## src/rtl/apb4_timer_seq.sv

```systemverilog
// apb4_timer_seq: APB4 master that programs one timer instance, services its
// overflow interrupt for a requested number of periods, then disables it.
//
// Ports
//   clk_i, rst_i          clock / async active-high reset
//   start_i               start request (IDLE only); samples pscr_i, cmp_i, count_i
//   pscr_i, cmp_i         prescaler and compare values written to the timer
//   count_i               periods to run, 0 = run until stopped
//   stop_i                stop request pulse
//   busy_o                state is not IDLE
//   evt_o                 one-cycle pulse per serviced expiry
//   done_o                one-cycle pulse when the disable write completes
//   err_o                 sticky slave-error flag, cleared by the next start
//   paddr_o .. pwdata_o   APB4 requester outputs (write-only)
//   pready_i, pslverr_i   APB4 completer responses
//   irq_i                 timer interrupt level
module apb4_timer_seq #(
  parameter logic [31:0] BASE_ADDR = 32'h0000_0000,
  parameter int unsigned CNT_WIDTH = 16
) (
  input  logic                 clk_i,
  input  logic                 rst_i,
  input  logic                 start_i,
  input  logic [19:0]          pscr_i,
  input  logic [31:0]          cmp_i,
  input  logic [CNT_WIDTH-1:0] count_i,
  input  logic                 stop_i,
  output logic                 busy_o,
  output logic                 evt_o,
  output logic                 done_o,
  output logic                 err_o,
  output logic [31:0]          paddr_o,
  output logic                 psel_o,
  output logic                 penable_o,
  output logic                 pwrite_o,
  output logic [31:0]          pwdata_o,
  input  logic                 pready_i,
  input  logic                 pslverr_i,
  input  logic                 irq_i
);

  localparam int unsigned AW     = 32;
  localparam int unsigned DW     = 32;
  localparam int unsigned PSCR_W = 20;

  localparam logic [AW-1:0] OFS_CTRL = 32'h0000_0000;
  localparam logic [AW-1:0] OFS_PSCR = 32'h0000_0004;
  localparam logic [AW-1:0] OFS_CMP  = 32'h0000_000C;

  // CTRL images: EN=bit1, OVIE=bit2, OVIF=bit0 written as 0 to clear it
  localparam logic [DW-1:0] CTRL_RUN = 32'h0000_0006;
  localparam logic [DW-1:0] CTRL_OFF = 32'h0000_0000;

  typedef enum logic [2:0] {
    S_IDLE,
    S_W_PSCR,
    S_W_CMP,
    S_W_EN,
    S_WAIT,
    S_W_CLR,
    S_W_DIS
  } state_e;

  state_e                state_q, state_d;
  logic [PSCR_W-1:0]     pscr_q, pscr_d;
  logic [DW-1:0]         cmp_q, cmp_d;
  logic [CNT_WIDTH-1:0]  rem_q, rem_d;
  logic                  stop_pend_q, stop_pend_d;
  logic                  err_q, err_d;
  logic                  evt_q, evt_d;
  logic                  done_q, done_d;
  logic                  busy_q, busy_d;
  logic                  psel_q, psel_d;
  logic                  penable_q, penable_d;
  logic                  pwrite_q, pwrite_d;
  logic [AW-1:0]         paddr_q, paddr_d;
  logic [DW-1:0]         pwdata_q, pwdata_d;
  logic                  xfer_done;

  // State and output registers
  always_ff @(posedge clk_i or posedge rst_i) begin
    if (rst_i) begin
      state_q     <= S_IDLE;
      pscr_q      <= '0;
      cmp_q       <= '0;
      rem_q       <= '0;
      stop_pend_q <= 1'b0;
      err_q       <= 1'b0;
      evt_q       <= 1'b0;
      done_q      <= 1'b0;
      busy_q      <= 1'b0;
      psel_q      <= 1'b0;
      penable_q   <= 1'b0;
      pwrite_q    <= 1'b0;
      paddr_q     <= '0;
      pwdata_q    <= '0;
    end else begin
      state_q     <= state_d;
      pscr_q      <= pscr_d;
      cmp_q       <= cmp_d;
      rem_q       <= rem_d;
      stop_pend_q <= stop_pend_d;
      err_q       <= err_d;
      evt_q       <= evt_d;
      done_q      <= done_d;
      busy_q      <= busy_d;
      psel_q      <= psel_d;
      penable_q   <= penable_d;
      pwrite_q    <= pwrite_d;
      paddr_q     <= paddr_d;
      pwdata_q    <= pwdata_d;
    end
  end

  // Next-state, sequencing and bus-image logic
  always_comb begin
    state_d     = state_q;
    pscr_d      = pscr_q;
    cmp_d       = cmp_q;
    rem_d       = rem_q;
    stop_pend_d = stop_pend_q;
    err_d       = err_q;
    evt_d       = 1'b0;
    done_d      = 1'b0;
    pwrite_d    = 1'b1;
    psel_d      = 1'b0;
    penable_d   = 1'b0;
    paddr_d     = '0;
    pwdata_d    = '0;

    xfer_done = psel_q && penable_q && pready_i;

    unique case (state_q)
      S_IDLE: begin
        if (start_i) begin
          pscr_d      = pscr_i;
          cmp_d       = cmp_i;
          rem_d       = count_i;
          err_d       = 1'b0;
          stop_pend_d = 1'b0;
          state_d     = S_W_PSCR;
        end
      end
      S_W_PSCR: if (xfer_done) state_d = S_W_CMP;
      S_W_CMP:  if (xfer_done) state_d = S_W_EN;
      S_W_EN:   if (xfer_done) state_d = S_WAIT;
      S_WAIT: begin
        if (stop_i || stop_pend_q) begin
          state_d = S_W_DIS;
        end else if (irq_i) begin
          state_d = S_W_CLR;
        end
      end
      S_W_CLR: begin
        if (xfer_done) begin
          evt_d = 1'b1;
          if (rem_q == CNT_WIDTH'(1) || stop_pend_q) begin
            state_d = S_W_DIS;
          end else begin
            state_d = S_WAIT;
            // rem==0 means run forever, so it is never decremented
            if (rem_q > CNT_WIDTH'(1)) rem_d = rem_q - CNT_WIDTH'(1);
          end
        end
      end
      S_W_DIS: begin
        if (xfer_done) begin
          done_d  = 1'b1;
          state_d = S_IDLE;
        end
      end
      default: state_d = S_IDLE;
    endcase

    // Stops seen mid-sequence are deferred to the next WAIT or clear completion
    if (stop_i && state_q != S_IDLE && state_q != S_WAIT) stop_pend_d = 1'b1;

    // A slave error aborts the whole sequence without a disable write
    if (xfer_done && pslverr_i) begin
      err_d   = 1'b1;
      evt_d   = 1'b0;
      done_d  = 1'b0;
      state_d = S_IDLE;
    end

    // Bus image follows the next state so outputs can be registered
    unique case (state_d)
      S_W_PSCR: begin paddr_d = BASE_ADDR + OFS_PSCR; pwdata_d = DW'(pscr_d); end
      S_W_CMP:  begin paddr_d = BASE_ADDR + OFS_CMP;  pwdata_d = cmp_d;       end
      S_W_EN:   begin paddr_d = BASE_ADDR + OFS_CTRL; pwdata_d = CTRL_RUN;    end
      S_W_CLR:  begin paddr_d = BASE_ADDR + OFS_CTRL; pwdata_d = CTRL_RUN;    end
      S_W_DIS:  begin paddr_d = BASE_ADDR + OFS_CTRL; pwdata_d = CTRL_OFF;    end
      default:  begin paddr_d = '0;                   pwdata_d = '0;          end
    endcase

    psel_d = (state_d == S_W_PSCR) || (state_d == S_W_CMP) || (state_d == S_W_EN) ||
             (state_d == S_W_CLR)  || (state_d == S_W_DIS);
    // Staying in the same write state means SETUP->ACCESS or an ACCESS stall
    penable_d = psel_q && (state_d == state_q);
    busy_d    = (state_d != S_IDLE);
  end

  assign busy_o    = busy_q;
  assign evt_o     = evt_q;
  assign done_o    = done_q;
  assign err_o     = err_q;
  assign paddr_o   = paddr_q;
  assign psel_o    = psel_q;
  assign penable_o = penable_q;
  assign pwrite_o  = pwrite_q;
  assign pwdata_o  = pwdata_q;

endmodule

```

## config.mk

```make
export PLATFORM = sky130hd
export DESIGN_NAME = apb4_timer_seq
export DESIGN_NICKNAME = d
export VERILOG_FILES = /design/src/rtl/apb4_timer_seq.sv
export SDC_FILE = /design/constraint.sdc
export NUM_CORES = 1
export LEC_CHECK = 0
export BUFFER_PORTS_ARGS = -buffer_cell sky130_fd_sc_hd__buf_2
export CAP_MARGIN = 20
export CORE_MARGIN = 2
export CORE_UTILIZATION = 52
export CTS_BUF_LIST = sky130_fd_sc_hd__clkbuf_16
export DETAILED_ROUTE_END_ITERATION = 10
export HOLD_SLACK_MARGIN = 0.1
export PLACE_DENSITY = 0.81
export SLEW_MARGIN = 20
export SYNTH_ARGS = -nofsm -noshare
export SYNTH_HDL_FRONTEND = slang
export SYNTH_SLANG_ARGS = --single-unit
```

## constraint.sdc

```tcl
create_clock -name clk_i -period 4.2 [get_ports clk_i]
set_input_delay 0.21 -clock clk_i [delete_from_list [all_inputs] [get_ports clk_i]]
set_output_delay 0.21 -clock clk_i [all_outputs]
set_load 0.02 [all_outputs]
```

; After elaboration in Yosys (flattened, before gate mapping)
; Cells that the tools add are included.
[word_totals]
elab_cells = 89
input_bits = 75
out_inout_bits = 71
register_bits = 143
[op_classes]
eq_ne = 18
reduce_logical = 24
order_cmp = 1
mux = 31
addsub = 1
[op_table]
columns = cell, n
row1 = 32-bit case mux with 3 select lines, 1
row2 = 16-bit 2-to-1 mux, 4
row3 = 32-bit 2-to-1 mux, 2
row4 = 20-bit 2-to-1 mux, 2
row5 = 16-bit case mux with 2 select lines, 1
row6 = 3-bit 2-to-1 mux, 9
row7 = 3-bit case mux with 7 select lines, 1
row8 = "16-bit by 1-bit equality test with 1-bit output, second input constant", 1
row9 = "16-bit by 1-bit greater-than comparator with 1-bit output, second input constant", 1
row10 = "16-bit by 1-bit subtractor with 16-bit output, second input constant", 1
row11 = "3-bit equality test, second input constant", 5
row12 = "3-bit by 2-bit equality test with 1-bit output, second input constant", 4
row13 = 2-bit nonzero test, 5
row14 = 1-bit 2-to-1 mux, 9
row15 = "2-bit inequality test, second input constant", 4
row16 = 4-bit case mux with 2 select lines, 1
row17 = "3-bit by 1-bit equality test with 1-bit output, second input constant", 2
row18 = 1-bit logical AND, 6
row19 = 1-bit logical OR, 6
row20 = 3-bit nonzero test, 2
row21 = 5-bit AND reduction, 1
row22 = 2-bit AND reduction, 2
row23 = 3-bit equality test, 1
row24 = 3-bit logical NOT, 1
row25 = other kinds (3), 3

; Depth between registers and ports, before layout
; Gate-level depths: netlist (run 1).
[logic_depth]
word_depth = 11
depth_mapped = 9
mapped_depth_nobuf = 7

; Worst setup path before layout (run 1)
; OpenSTA, ideal clock, no wires.
[synth_timing]
kind = register to register
from = register psel_q, in the netlist psel_o
to = register pwdata_q[0], in the netlist pwdata_o[0]
setup_slack_ns = 2.106
arrival_ns = 2.027
setup_time_ns = 0.067
path_stages_with_launch = 9
n_path_buf = 3
path_cell_list = dfrtp_1 -> and3_4 -> and2_0 -> clkbuf_2 -> a2111oi_0 -> or3_1 -> buf_6 -> buf_12 -> a32o_1
[synth_via]
elab_chain_cells = 8
[synth_lines]
columns = item, line_no
row1 = start: declaration, 73  ; logic psel_q, psel_d;
row2 = start signal: assignment, 107  ; psel_q <= psel_d;
row3 = 1-bit logical AND * (2 in a row), 131  ; xfer_done = psel_q && penable_q && pready_i;
row4 = 3-bit 2-to-1 mux (on tied branches), -
row5 = 3-bit case mux with 7 select lines, 133  ; unique case (state_q)
row6 = 3-bit 2-to-1 mux *, 179  ; if (xfer_done && pslverr_i) begin
row7 = via state_d[1], 64  ; state_e state_q, state_d;
row8 = 3-bit by 2-bit equality test with 1-bit output or 3-bit equality test (tied branches), 187  ; unique case (state_d)
row9 = 2-bit OR reduction (no line), -
row10 = 32-bit case mux with 3 select lines *, 187
row11 = via pwdata_d[0], 77  ; logic [DW-1:0] pwdata_q, pwdata_d;
row12 = end signal: assignment, 111  ; pwdata_q <= pwdata_d;
row13 = end: declaration, 77
; Mark *: on every way through the listed nets, which the timed path passes. The rest lies on a longest branch.
; A chain may end at the register's enable or synchronous reset.

; Final worst setup path (run 1)
[layout_timing]
from = register rem_q[6]
to = register pwdata_q[19], in the netlist pwdata_o[19]
[layout_via]
elab_chain_cells = 9
[layout_lines]
columns = item, line_no
row1 = start: declaration, 67  ; logic [CNT_WIDTH-1:0] rem_q, rem_d;
row2 = start signal: assignment, 101  ; rem_q <= rem_d;
row3 = 16-bit by 1-bit equality test with 1-bit output *, 157  ; if (rem_q == CNT_WIDTH'(1) || stop_pend_q) begin
row4 = 1-bit logical OR *, 157
row5 = 2-bit 2-to-1 mux *, 157
row6 = 3-bit 2-to-1 mux *, 155  ; if (xfer_done) begin
row7 = 3-bit case mux with 7 select lines *, 133
row8 = 3-bit 2-to-1 mux *, 179
row9 = 3-bit by 2-bit equality test with 1-bit output or 3-bit equality test (tied branches), 187
row10 = 2-bit OR reduction (no line), -
row11 = 32-bit case mux with 3 select lines *, 187
row12 = via pwdata_d[19], 77
; Marks and branches as above.

==> out/metrics.csv, run 1 <==
stage;metric;value;unit
sta;min_period;3.01;ns
setup_path;crit_family;compound AO/OA/AOI/OAI gates;
detailed_routing;postRouteAntennaNets;0;
die;core_area;0.00982;mm²
die;start_util;0.540;
setup_path;path_max_fanout;19;
detailed_routing;vias;4375;
die;fp.dieW;105;µm
detailed_routing;dr.pass1.iters;5;
sta;finalHoldViolations;0;
outcome;status;finished clean;
sta;max_freq;332;MHz
global_routing;antenna_found_initial;0;
die;row_count;36;
global_routing;grt_pass1_vias;4465;
global_routing;grt-ovfl-total;0;
setup_path;crit_path_cell_trace;nor4_4 > a41oi_2 > a2111oi_2 > or3_1 > a32o_1;
cts;clk_latency;0.40;ns
die;fp.dieArea;0.0110;mm²
place;port_buffers;115;
place;place_ws;1.34;ns
logic_synthesis;synth.most_common_cell;dfrtp_1;
sta;postLayoutSetupSlackWorst;1.19;ns
setup_path;startpoint_type;flip-flop;
setup_path;cp.required;4.53;ns
setup_path;cp-end-kind;flip-flop;
cts;path_clk_slew;0.06;ns
cts;cts_buffer_depth;2;
setup_path;critPathMaxStageDelay;0.68;ns
pwr;power_leakage;3.17;nW
global_routing;grt_use_total;0.259;
setup_path;critPathKind;reg -> reg;
logic_synthesis;syn_inst;454;
logic_synthesis;synth_area_leaders;dfrtp_1 53%, mux2_2 10%, buf_4 4.3%;
die;die_h;105;µm
sta;setup_viol;0;
logic_synthesis;ys.flop_type;dfrtp_1;
detailed_routing;dr.first_iter.drc_count;401;
cts;cts_tree;built;
place;gp_congestion;0.939;
sta;final-max-slew-violation-count;0;
detailed_routing;drt_wl_total;14000;µm
logic_synthesis;synth_area_per_cell;11.7;µm²
logic_synthesis;syn-cell-area;0.00530;mm²
finish;diodes;0;
finish;syn_to_final_growth;30.9;%
logic_synthesis;synth_edf_count;0;
logic_synthesis;yosysTopAreaCellShare;0.534;
pwr;power_density;739;mW/mm²
logic_synthesis;ys_seq_area_frac;0.534;
sta;rsz0062_at_grt;no;
detailed_routing;drc_errors;0;
cts;root_buffer;clkbuf_16;
logic_synthesis;yosysWarnings;0;
setup_path;path_buf_inv;0;
sta;tns;0;ns
sta;finalCritPeriodShare;0.718;
sta;worst_slew_pin_slew;0.856;ns
cts;post_cts_resized;0;
logic_synthesis;async_flop_share;1.00;
logic_synthesis;yosys.area.top_type;dfrtp_1;
pwr;ir_drop;0.000325;V
finish;fillCellCount;680;
die;ios;146;
cts;cts-buffers-inserted;17;
sta;fin_skew;0.0107;ns
detailed_routing;viasPerCell;5.73;
finish;nets;694;
setup_path;cp.arrival;3.34;ns
detailed_routing;post_drt_wl_per_cell;18.3;µm
cts;htree_num_levels;4;
place;dp_hpwl;8130;µm
global_routing;grt_max_degree;84;
logic_synthesis;synthDistinctLibCells;64;
job;drv_cap;0;
cts;cts.sinks;113;
hold_path;hold_class;in -> reg;
logic_synthesis;ys_top_cells_by_count;113 x dfrtp_1, 48 x mux2_2, 30 x buf_4;
finish;drive_above_1_share;0.340;
sta;slew_headroom;0.428;
global_routing;grt_pass1_wl;22400;µm
logic_synthesis;synth_seq_cells;113;
setup_path;crit_slowest_cell;a2111oi_2;
logic make-up (layout without fill, tap and decap cells):
family / Yosys count / after routing / share of synthesized area
multiplexers: 52 / 52 / 0.110
AND/OR/NAND/NOR: 106 / 106 / 0.115
adder cells (fa/ha/maj): 3 / 3 / 0.00661
other: 2 / 31 / 0.00142
buffers and inverters: 75 / 222 / 0.0812
AO/OA/AOI/OAI: 103 / 103 / 0.153
flip-flops: 113 / 113 / 0.534
report_power, final:
part | switching, W | internal, W | total [W]
Clock | 0.000531 | 0.000757 | 0.00129
Sequential | 0.000348 | 0.00158 | 0.00193
Combinational | 0.00111 | 0.000803 | 0.00191
Total | 0.00199 | 0.00314 | 0.00513
worst reg2reg max path, delay by kind of cell (launching register included):
kind,cells,cell delay (ns)
DFF,1,0.47
AOI/OAI and AO/OA,3,1.38
and+or+nand+nor,2,1.09
timing repair:
action,4_1_cts,5_1_grt
hold endpoints to repair,137,0
hold buffers,56,0
setup buffers,0,0
final timing paths:
kind,start,endpoint,slack (ns),cells past startpoint
max in group asynchronous,rst_i,pscr_q[1],2.83,4
worst min-delay path,count_i[3],rem_q[3],0.13,3
worst min register to register,pscr_q[2],pscr_q[2],0.49,2
worst max-delay path,rem_q[6],pwdata_o[19],1.19,5
min in group asynchronous,rst_i,cmp_q[29],0.48,3
worst max register to register,rem_q[6],pwdata_o[19],1.19,5
routing by layer:
| layer | vias up | routed length [µm] | GRT usage |
|---|---|---|---|
| li1 | 1950 | - | - |
| met5 | - | 0 | 0 |
| met4 | 0 | 470 | 0.112 |
| met3 | 42 | 914 | 0.0543 |
| met2 | 231 | 7100 | 0.444 |
| met1 | 2152 | 5510 | 0.315 |
sequential cells by signal (all words and copies together), names as in the netlist, 2 cells and up:
name      count
state_q       3
pwdata_o     32
pscr_q       20
rem_q        16
cmp_q        32
paddr_o       2
stage by stage:
step / area, µm² / std cells / power, W / utilization / hold WS (ns)
finish: 6940 / 763 / 0.00513 / 0.706 / 0.132
global route: 6940 / 763 / 0.00539 / 0.706 / 0.142
CTS: 6920 / 763 / 0.00505 / 0.705 / 0.126
detailed placement: 5830 / 675 / 0.00370 / 0.593 / 0.462
global placement: 5830 / 675 / 0.00360 / 0.593 / 0.457
floorplan: 5410 / 483 / 0.00326 / - / 0.283
cell type report:
class	count	area [µm²]	area share
tap	133	166	0.0240
sequential	113	2830	0.408
clock buffer	17	425	0.0613
timing repair buffer	176	1170	0.169
clock inverter	15	111	0.0161
multi-input combinational	295	2170	0.313
inverter	14	57.6	0.00830
cells in the final DEF, fill, tap and decap left out, types with 3 or more instances in the layout:
| master | count |
|---|---|
| nand2_1 | 15 |
| nor2b_1 | 12 |
| nand3_1 | 7 |
| o31ai_1 | 4 |
| a41oi_1 | 4 |
| a211oi_1 | 3 |
| o22ai_1 | 3 |
| clkinv_2 | 3 |
| o21ai_0 | 9 |
| clkinv_4 | 4 |
| a31oi_1 | 8 |
| inv_1 | 13 |
| a21oi_1 | 14 |
| o22a_1 | 8 |
| nand4_1 | 4 |
| buf_4 | 5 |
| dlygate4sd3_1 | 56 |
| buf_2 | 115 |
| clkbuf_16 | 17 |
| dfrtp_1 | 113 |
| a2bb2oi_1 | 3 |
| conb_1 | 31 |
| and2_1 | 3 |
| or3_1 | 4 |
| mux2_2 | 48 |
| nor3_1 | 10 |
| a32o_1 | 19 |
| nor4_1 | 4 |
| inv_6 | 5 |
| nor2_1 | 29 |
| mux2i_1 | 4 |
| clkinvlp_4 | 3 |
| o211ai_1 | 4 |
(Power assumes the default switching activity.)
==> run 2: changes to the inputs <==
- CORE_UTILIZATION: 52 -> 47
- PLACE_DENSITY: 0.81 -> 0.78
- clock period: 4.2 -> 2.7 ns (I/O delays scaled with it)
==> run 2 against run 1 <==
  * First-iteration DRC count is 9.2% lower
  * Combinational power is 61% higher
  * Design area is 3.1% higher
  * Via count is 0.89% lower
  * Sequential share of layout area is 1.2 points lower
  * Sequential power is 50% higher
  * Register-to-register slack worse by 0.86 ns
  * Global-route usage is 3.6 points lower
  * Total power is 57% higher
  * Die area is 10% higher
  * Clock power is 61% higher
  * Clock-buffer cell count stayed put
==> out/metrics.csv, run 2 (synthesis gave the netlist of run 1 again) <==
stage;metric;value;unit;change
outcome;status;finished clean;;
sta;setup_viol;0;;unchanged
detailed_routing;dr.first_iter.drc_count;364;;-9.2%
cts;cts_buffer_depth;2;;unchanged
global_routing;grt_pass1_vias;4180;;-6.4%
global_routing;grt_pass1_wl;20600;µm;-7.9%
finish;syn_to_final_growth;34.9;%;
sta;final-max-slew-violation-count;0;;unchanged
pwr;netSwitchingFraction;0.370;;-0.0174
finish;final_common_cell;buf_2;;
pwr;pwr-share-clk;0.259;;+0.008
place;dp.cells;695;;+3.0%
cts;path_clk_slew;0.06;ns;about the same
die;fp.dieW;110;µm;+5.0%
pwr;power_density;1130;mW/mm²;+52%
cts;cts.sinks;113;;unchanged
pwr;seqPwrFrac;0.359;;-0.017
sta;rsz0062_at_grt;no;;
cts;postCtsSetupBuffers;0;;unchanged
finish;stdcell_count;791;;+3.7%
die;fp.dieArea;0.0121;mm²;+10%
sta;slew_headroom;0.493;;+0.0653
hold_path;hold_class;in -> reg;;
pwr;power_switching;0.00298;W;+50%
finish;finalInstanceArea;0.00715;mm²;+3.1%
cts;cts_tree;built;;
global_routing;grt-ovfl-total;0;;unchanged
place;dp_hpwl;8190;µm;+0.85%
detailed_routing;dr.pass1.iters;4;;-1
place;gp_congestion;0.892;;-5.0%
finish;drive_above_1_share;0.350;;+0.0105
sta;worst_slew_pin_slew;0.761;ns;-0.0957 ns
pwr;power_frac_comb;0.382;;+0.010
setup_path;rr_worst_depth;7;;+2
global_routing;grt_use_total;0.223;;-0.0356
setup_path;critPathLaunch;psel_o;;
finish;final_cell_mix;115 x buf_2, 113 x dfrtp_1, 64 x dlygate4sd3_1;;
cts;root_buffer;clkbuf_16;;
pwr;power_leakage;3.28;nW;+3.6%
setup_path;cp.required;2.99;ns;-1.54 ns
detailed_routing;drc_errors;0;;unchanged
setup_path;cp-end-kind;flip-flop;;
setup_path;rr_startpoint;psel_o;;
sta;fin_skew;0.00721;ns;-0.00348 ns
setup_path;cp.arrival;2.67;ns;-0.67 ns
place;port_buffers;115;;unchanged
die;core_area;0.0109;mm²;+11%
finish;diodes;0;;unchanged
global_routing;grt_max_degree;114;;+36%
die;die_h;110;µm;+5.0%
setup_path;critPathCapture;pwdata_o[13];;
job;drv_cap;0;;unchanged
cts;cts-buffers-inserted;17;;unchanged
detailed_routing;drt_wl_total;13100;µm;-6.4%
setup_path;critPathKind;reg -> reg;;
sta;finalHoldViolations;0;;unchanged
sta;min_period;2.38;ns;-0.636 ns
detailed_routing;post_drt_wl_per_cell;16.6;µm;-9.7%
cts;clk_latency;0.40;ns;about the same
pwr;internal_power;0.00507;W;+62%
setup_path;r2r-end;pwdata_o[13];;
pwr;ir_drop;0.000668;V;+110%
sta;max_freq;421;MHz;+27%
die;start_util;0.485;;-0.0551
cts;htree_num_levels;4;;unchanged
die;ios;146;;unchanged
setup_path;startpoint_type;flip-flop;;
sta;tns;0;ns;unchanged
finish;nets;715;;+3.0%
detailed_routing;vias;4336;;-0.89%
place;placed_cell_area;0.00595;mm²;+2.1%
setup_path;r2r_setup_slack;0.32;ns;-0.86 ns
finish;fin_util;0.654;;-0.0525
setup_path;path_max_fanout;22;;+3
die;row_count;38;;+5.6%
hold_path;hold_depth;3;;unchanged
detailed_routing;viasPerCell;5.48;;-4.4%
sta;finalCritPeriodShare;0.881;;+0.163
global_routing;antenna_found_initial;0;;unchanged
detailed_routing;postRouteAntennaNets;0;;unchanged
sta;timing.hold.ws;0.113;ns;-0.0192 ns
finish;fillCellCount;802;;+18%
==> run 2: cell count changes in the layout (fill, tap and decap cells not counted), moves of 2 or more <==
cell           before  now
buf_4               5   17
clkinv_4            4    6
dlygate4sd3_1      56   64
inv_6               5    1
==> run 2: cell type report <==
class / count / area, µm² / area share
repair buffers: 197 / 1360 / 0.191
multi-input cells: 295 / 2160 / 0.303
well taps: 140 / 175 / 0.0245
flip-flops and latches: 113 / 2830 / 0.396
clock buffers: 17 / 425 / 0.0595
clock inverters: 15 / 138 / 0.0193
inverters: 14 / 56.3 / 0.00788
==> run 2: worst max-delay path, stage by stage (launching register included) <==
cell and delay (ns):
dfrtp_1 0.38, and3_4 0.35, and2_0 0.43, a2111oi_0 0.13
buf_4 0.17, or3_1 0.31, buf_4 0.22, a32o_1 0.27
==> run 2: worst min-delay path by stage <==
stage                     startpoint         end  slack [ns]
after global routing         start_i  paddr_o[2]        0.13
after detailed placement       rst_i   pscr_q[3]        0.37
after floorplan            pslverr_i      done_o        0.21
final                        start_i  paddr_o[2]        0.11
after CTS                    start_i  paddr_o[2]        0.10
after global placement         rst_i   pscr_q[3]        0.35
==> run 2: timing repair <==
item	CTS	global route
gates resized for setup	0	0
hold buffers	64	0
hold endpoints to repair	191	0
==> run 2: per-layer routing <==
layer  track usage  vias to the layer above  share of wire
met5             0                        -              0
met4        0.0946                        0          0.025
met3        0.0582                       34          0.060
met2         0.360                      183           0.51
met1         0.285                     2125           0.41
li1              -                     1994              -
==> run 2: power by group through the flow <==
| stage | clock network (W) | registers (W) | logic [W] |
|---|---|---|---|
| CTS | 0.00211 | 0.00289 | 0.00307 |
| global route | 0.00222 | 0.00298 | 0.00335 |
| floorplan | 0 | 0.00304 | 0.00204 |
| finish | 0.00208 | 0.00289 | 0.00307 |
| detailed placement | 0 | 0.00291 | 0.00297 |
| global placement | 0 | 0.00286 | 0.00287 |
==> run 2: metrics by stage <==
stage	total power (W)	setup WS, ns
global route	0.00854	0.176
detailed placement	0.00588	0.370
finish	0.00805	0.322
floorplan	0.00508	0.606
CTS	0.00808	0.356
global placement	0.00573	0.413
==> run 3: changes to the inputs <==
- REMOVE_ABC_BUFFERS: not set -> 1
==> run 3 against run 2 <==
  * Cell count down 0.25%
  * Sequential share of layout area shrank 0.21 points
  * Global-route usage grew 0.24 points
  * Design area grew 0.52%
  * Critical path depth fell by 1
  * Largest power group unchanged
==> out/metrics.csv, run 3 (synthesis gave the netlist of run 1 again) <==
stage;metric;value;unit;change
outcome;status;finished clean;;
die;core_area;0.0109;mm²;unchanged
sta;setup_viol;0;;unchanged
pwr;pwr-share-clk;0.275;;+0.016
finish;finalInstanceArea;0.00719;mm²;+0.52%
setup_path;path_max_fanout;19;;-14%
pwr;seqPwrFrac;0.351;;-0.008
job;drv_cap;0;;unchanged
sta;finalHoldViolations;0;;unchanged
sta;min_period;2.38;ns;+0.00510 ns
die;row_count;38;;unchanged
setup_path;cp.arrival;2.71;ns;+0.04 ns
cts;postCtsHoldBufs;65;;+1.6%
setup_path;cp.required;3.03;ns;+0.04 ns
setup_path;cp-end-kind;flip-flop;;
detailed_routing;viasPerCell;5.54;;+1.2%
cts;htree_num_levels;4;;unchanged
sta;worst_slew_pin_slew;0.600;ns;-0.161 ns
global_routing;grt_max_degree;66;;-42%
cts;postCtsSetupBuffers;0;;unchanged
sta;final-max-slew-violation-count;0;;unchanged
die;fp.dieArea;0.0121;mm²;unchanged
pwr;finalPower;0.00826;W;+2.6%
detailed_routing;drc_errors;0;;unchanged
cts;post_cts_resized;0;;unchanged
sta;finalCritPeriodShare;0.883;;+0.00189
detailed_routing;dr.first_iter.drc_count;355;;-2.5%
die;fp.dieW;110;µm;unchanged
detailed_routing;dr.pass1.iters;7;;+3
cts;root_buffer;clkbuf_16;;
finish;syn_to_final_growth;35.6;%;
pwr;netSwitchingFraction;0.355;;-0.0145
pwr;ir_drop;0.000550;V;-18%
cts;clk_latency;0.40;ns;about the same
die;ios;146;;unchanged
global_routing;grt_pass1_wl;21000;µm;+1.8%
finish;final_common_cell;buf_2;;
place;port_buffers;115;;unchanged
cts;path_clk_slew;0.05;ns;about the same
detailed_routing;post_drt_wl_per_cell;16.7;µm;+1.1%
cts;cts.sinks;113;;unchanged
finish;nets;713;;-0.28%
sta;max_freq;420;MHz;-0.21%
sta;rsz0062_at_grt;no;;
finish;final_cell_mix;115 x buf_2, 113 x dfrtp_1, 65 x dlygate4sd3_1;;
sta;fin_skew;0.00718;ns;-0.0000330 ns
place;gp_congestion;0.901;;+1.0%
global_routing;grt_use_total;0.226;;+0.00237
pwr;power_switching;0.00294;W;-1.4%
pwr;power_frac_comb;0.374;;-0.008
die;die_h;110;µm;unchanged
finish;drive_above_1_share;0.337;;-0.0128
pwr;power_density;1150;mW/mm²;+2.1%
detailed_routing;vias;4375;;+0.90%
pwr;power_leakage;3.31;nW;+0.77%
place;placed_cell_area;0.00593;mm²;-0.19%
global_routing;grt_pass1_vias;4218;;+0.91%
place;dp_hpwl;8060;µm;-1.6%
sta;slew_headroom;0.600;;+0.107
pwr;internal_power;0.00533;W;+5.0%
finish;diodes;0;;unchanged
hold_path;hold_class;in -> reg;;
detailed_routing;drt_wl_total;13200;µm;+0.85%
cts;cts-buffers-inserted;17;;unchanged
detailed_routing;postRouteAntennaNets;0;;unchanged
die;start_util;0.485;;unchanged
global_routing;antenna_found_initial;0;;unchanged
cts;cts_tree;built;;
cts;cts_buffer_depth;2;;unchanged
global_routing;grt-ovfl-total;0;;unchanged
setup_path;startpoint_type;flip-flop;;
setup_path;critPathKind;reg -> reg;;
finish;fillCellCount;799;;-0.37%
==> run 3: cell count changes in the layout (fill, tap and decap cells not counted) <==
cell and change:
dlygate4sd3_1 +1, buf_4 -4, clkinv_2 -2, inv_4 +1
clkinv_1 +2, bufinv_16 +3, clkinvlp_4 -1, buf_12 +1
inv_8 -1, clkinv_4 -6, inv_1 +4
==> run 3: critical path, cell delays in order, from the launching register on <==
cell and delay, ns:
dfrtp_1 0.43, nor3_1 0.47, a41oi_2 0.24, a2111oi_2 0.52, or3_1 0.18, buf_4 0.25
a32o_1 0.22
==> run 3: per-layer routing <==
layer | routed length, µm | part of all wire | global-route usage
met1 | 5420 | 0.41 | 0.282
met5 | 0 | 0 | 0
met4 | 326 | 0.025 | 0.100
met2 | 6620 | 0.50 | 0.372
met3 | 834 | 0.063 | 0.0541
==> run 3: power groups by stage <==
stage	Sequential (W)	Clock, W	Combinational [W]
final	0.00290	0.00227	0.00309
after floorplan	0.00311	0	0.00178
after detailed placement	0.00291	0	0.00297
after global placement	0.00286	0	0.00287
after CTS	0.00290	0.00229	0.00307
after global routing	0.00299	0.00239	0.00337
==> run 3: worst paths after layout <==
check                      depth (start not counted)  startpoint  slack, ns            to
setup / recovery                                   6   rem_q[10]       0.32  pwdata_o[16]
hold / removal                                     3     start_i       0.14    paddr_o[2]
setup reg to reg                                   6   rem_q[10]       0.32  pwdata_o[16]
hold reg to reg                                    2   pscr_q[1]       0.49     pscr_q[1]
max in group asynchronous                          4       rst_i       1.57        psel_o
min in group asynchronous                          3       rst_i       0.37  pwdata_o[31]
==> run 3: cell type report <==
class,instances,area [µm²],area share
clock buffer,17,425,0.0592
clock inverter,15,176,0.0245
inverter,14,55.1,0.00766
multi-input combinational,295,2160,0.301
sequential,113,2830,0.393
tap,140,175,0.0244
timing repair buffer,195,1360,0.190
==> run 3: per-stage QoR <==
step                setup WS [ns]  instances  hold WS, ns  TNS, ns   util
floorplan                   -3.43        422        0.208  -251.22      -
global placement            0.436        692        0.241        0  0.543
detailed placement          0.385        692        0.253        0  0.543
CTS                         0.364        789        0.125        0  0.657
global route                0.186        789        0.147        0  0.657
finish                      0.317        789        0.144        0  0.657
